<file path="src/rtl/digit_scan_ctrl.sv">
// Digit scan controller: prescaled dwell counter stepping a select index
// through the mask-enabled digits of an 8 x 4-bit register file.
module digit_scan_ctrl #(
    parameter int unsigned DIV = 50000,
    parameter int unsigned CW  = 20
) (
    input  logic       clk,
    input  logic       rst,
    input  logic       en,
    input  logic       wr_en,
    input  logic [2:0] wr_addr,
    input  logic [3:0] wr_data,
    input  logic [7:0] mask,
    output logic [2:0] sel,
    output logic [3:0] digit,
    output logic       blank,
    output logic       tick
);

    logic [CW-1:0] cnt_q, cnt_d;
    logic [2:0]    sel_q, sel_d;
    logic          tick_q, tick_d;
    logic [3:0]    dig_q [8];
    logic          adv;
    logic [2:0]    nxt;
    logic [2:0]    idx;

    assign adv = en && (cnt_q == CW'(DIV - 1));

    // Walk the rotate order downwards so the nearest enabled index wins.
    always_comb begin
        nxt = sel_q;
        idx = sel_q;
        for (int k = 8; k >= 1; k--) begin
            idx = sel_q + 3'(k);
            if (mask[idx]) begin
                nxt = idx;
            end
        end
    end

    always_comb begin
        cnt_d  = cnt_q;
        sel_d  = sel_q;
        tick_d = 1'b0;
        if (en) begin
            cnt_d = adv ? '0 : cnt_q + 1'b1;
        end
        if (adv && (mask != 8'h00)) begin
            sel_d  = nxt;
            tick_d = 1'b1;
        end
    end

    always_ff @(posedge clk or posedge rst) begin
        if (rst) begin
            cnt_q  <= '0;
            sel_q  <= '0;
            tick_q <= 1'b0;
        end else begin
            cnt_q  <= cnt_d;
            sel_q  <= sel_d;
            tick_q <= tick_d;
        end
    end

    always_ff @(posedge clk or posedge rst) begin
        if (rst) begin
            for (int i = 0; i < 8; i++) begin
                dig_q[i] <= 4'h0;
            end
        end else if (wr_en) begin
            dig_q[wr_addr] <= wr_data;
        end
    end

    assign sel   = sel_q;
    assign tick  = tick_q;
    assign digit = dig_q[sel_q];
    assign blank = ~en | ~mask[sel_q];

endmodule

</file>
<file path="config.mk">
export PLATFORM = sky130hd
export DESIGN_NAME = digit_scan_ctrl
export DESIGN_NICKNAME = d
export VERILOG_FILES = /design/src/rtl/digit_scan_ctrl.sv
export SDC_FILE = /design/constraint.sdc
export NUM_CORES = 1
export LEC_CHECK = 0
export CORE_MARGIN = 2
export CORE_UTILIZATION = 46
export DETAILED_ROUTE_END_ITERATION = 6
export PLACE_DENSITY = 0.72
export SETUP_SLACK_MARGIN = 0.5
export SLEW_MARGIN = 25
export SYNTH_ARGS = -nofsm -noshare
export SYNTH_HDL_FRONTEND = slang
export SYNTH_SLANG_ARGS = --single-unit
</file>
<file path="constraint.sdc">
create_clock -name clk -period 7.9 [get_ports clk]
set_input_delay 1.58 -clock clk [delete_from_list [all_inputs] [get_ports clk]]
set_output_delay 1.58 -clock clk [all_outputs]
set_load 0.01 [all_outputs]
</file>
==> flow_summary.json <==
{
  "status": "complete, no violations",
  "numCtsBuffers": 5,
  "netlist-cell-type-count": 47,
  "vias": 2469,
  "setup_viol": 0,
  "worstPathCellList": "clkdlybuf4s50_1 -> mux4_2 -> nand2_1 -> o21ai_0 -> nand2_1 -> clkdlybuf4s50_1",
  "worstPathRequired_ns": 6.32,
  "post-cts-setup-buffers": 0,
  "cts_sinks": 56,
  "ys_seq_area_frac": 0.4086,
  "track_usage": 0.1824,
  "cts_buffer_depth": 2,
  "slew_violations": 0,
  "syn_area_per_cell_um2": 11.36,
  "via_per_inst": 5.782,
  "rows": 31,
  "overflow": 0,
  "drtIter0Drc": 115,
  "async_reset_ff_frac": 1.000,
  "worst-path-buf-inv": 2,
  "diodes": 0,
  "dr.pass1.iters": 5,
  "fin_tns_setup_ns": 0,
  "slowest_delay_ns": 0.55,
  "postCtsHoldBufs": 0,
  "path_clk_slew_ns": 0.10,
  "synth_area_um2": 3430,
  "wire_per_inst_um": 16.75,
  "nets": 349,
  "ctsRootBufferMaster": "clkbuf_8",
  "route.detailed.drc": 0,
  "die-area_um2": 8162,
  "syn_to_final_growth_pct": 14.16,
  "core_um2": 7253,
  "yosysWarnings": 0,
  "synthCells": 302,
  "power_density_nw_per_um2": 186.8,
  "crit_arrival_ns": 3.59,
  "utilization": 0.5398,
  "initial_core_util": 0.4728,
  "layout.cells.most_common": "dfrtp_1",
  "hold_violations": 0,
  "period_share": 0.6546,
  "wirelength_um": 7151,
  "postSynthRegisterBits": 56,
  "cp_slowest_cell": "mux4_2",
  "worstSkewPairLatency_ns": 0.30,
  "power_leakage_nw": 1.615,
  "fmax_mhz": 193.4,
  "dp_hpwl_um": 5092,
  "rsz0062_at_grt": "false",
  "fin_worst_skew_ns": 0.009781,
  "io_pins": 28,
  "tightest_slew_ns": 1.013,
  "worstSetupPathType": "in2out",
  "cp_max_fo": 8,
  "die_w_um": 90.35,
  "cts_tree": "yes",
  "cts.repair.resized": 0,
  "numPortBuffers": 27,
  "cp-end-kind": "output pin",
  "syn-num-nets": 324,
  "grt_max_degree": 57,
  "ys_dominant_reg_cell": "dfrtp_1",
  "final_cell_mix": "dfrtp_1, mux2_2, nand2_1, clkdlybuf4s50_1, nor2_1",
  "grt_antenna_before_repair": 0,
  "die_h_um": 90.35,
  "worst_setup_path_start_kind": "input port",
  "gp_congestion": 0.8776,
  "fin_crit_ns": 5.171,
  "grt_pass1_wl_um": 12030,
  "maxCapViolCount": 0,
  "worst_hold_path_type": "reg2reg",
  "slew-limit-headroom": 0.3244,
  "critPathTopFamily": "buffers and inverters",
  "h-tree-depth": 2,
  "postRouteAntennaNets": 0,
  "first_global_vias": 2393,
  "drive_gt1_frac": 0.2134,
  "synth-edff-count": 0,
  "ir_drop_uv": 86.63
}
[registers in the layout, indices dropped and copies added, names as in the netlist]
signal and count:
sel 3, tick 1, dig_q 32, cnt_q 20
[synth_stat cells, types with 2 or more instances]
master,count,share of area
mux4_2,15,0.099
a311oi_1,2,0.0051
xor2_1,11,0.028
nand2_1,28,0.031
nand3_1,6,0.0088
clkbuf_1,5,0.0055
o21ai_0,6,0.0088
or2_2,2,0.0036
a21oi_1,5,0.0073
nor2_1,22,0.024
nor3_1,7,0.010
nand4_1,10,0.018
inv_1,6,0.0066
nand3b_1,2,0.0044
nand4b_1,3,0.0077
or4_1,2,0.0044
ha_1,3,0.011
buf_6,2,0.0066
nand2b_1,4,0.0073
mux4_1,2,0.015
a22oi_1,2,0.0044
nor4_1,3,0.0055
a31oi_1,2,0.0036
mux2i_1,10,0.029
a221oi_1,2,0.0051
dfrtp_1,56,0.41
buf_2,4,0.0058
xnor2_1,11,0.028
nor3b_1,5,0.011
and2_1,3,0.0055
nor2b_1,2,0.0036
and3_1,5,0.0091
mux2_2,40,0.13
[power breakdown]
part           internal (W)  leakage, nW  switching, W
Sequential         0.000335        0.699     0.0000362
Combinational     0.0000843        0.847     0.0000564
Clock              0.000128       0.0687     0.0000922
[stage by stage]
step	hold WS (ns)	cell area, um2	power, W	cells	setup WS [ns]
2_1_floorplan	0.4372	3430	0.0004634	302	4.015
3_3_place_gp	0.4565	3777	0.0005079	419	2.747
3_5_place_dp	0.4540	3777	0.0005160	419	2.748
4_1_cts	0.4724	3915	0.0007372	427	2.717
5_1_grt	0.5054	3915	0.0007704	427	2.591
6_report	0.4652	3915	0.0007314	427	2.729
[final cells by class]
type | instances | area [um2]
repair buffers | 29 | 285.3
clock buffers | 5 | 68.82
clock inverters | 3 | 68.82
well taps | 99 | 123.9
flip-flops and latches | 56 | 1401
fillers | 626 | 3338
inverters | 6 | 22.52
multi-input cells | 229 | 1944
[cell families after synthesis]
logic type      after synthesis  share of synthesized area
mux                          68                     0.2787
simple gates                107                     0.1605
buf+inv                      17                    0.02444
flops                        56                     0.4086
xor+xnor                     22                    0.05618
fa+ha+maj                     3                    0.01095
compound gates               29                    0.06056
[path summary, 6_finish.rpt]
| kind | start | slack [ns] | depth (start not counted) | to |
|---|---|---|---|---|
| max in group asynchronous | rst | 5.67 | 3 | dig_q[19]$_DFFE_PP0P_ |
| min in group asynchronous | rst | 1.77 | 3 | cnt_q[3]$_DFFE_PP0P_ |
| hold / removal | cnt_q[19]$_DFFE_PP0P_ | 0.47 | 1 | cnt_q[19]$_DFFE_PP0P_ |
| hold reg to reg | cnt_q[19]$_DFFE_PP0P_ | 0.47 | 1 | cnt_q[19]$_DFFE_PP0P_ |
| setup / recovery | mask[7] | 2.73 | 6 | blank |
| setup reg to reg | sel[1]$_DFFE_PP0P_ | 3.87 | 9 | sel[0]$_DFFE_PP0P_ |
[per-layer routing]
| layer | part of all wire | GRT usage | routed length [um] | up-vias |
|---|---|---|---|---|
| li1 | - | - | - | 1177 |
| met1 | 0.48 | 0.2585 | 3414 | 1245 |
| met5 | 0 | 0 | 0 | - |
| met3 | 0.030 | 0.03088 | 214 | 4 |
| met4 | 0.0085 | 0.04487 | 61 | 0 |
| met2 | 0.48 | 0.2945 | 3461 | 43 |
(Power assumes the default switching activity.)
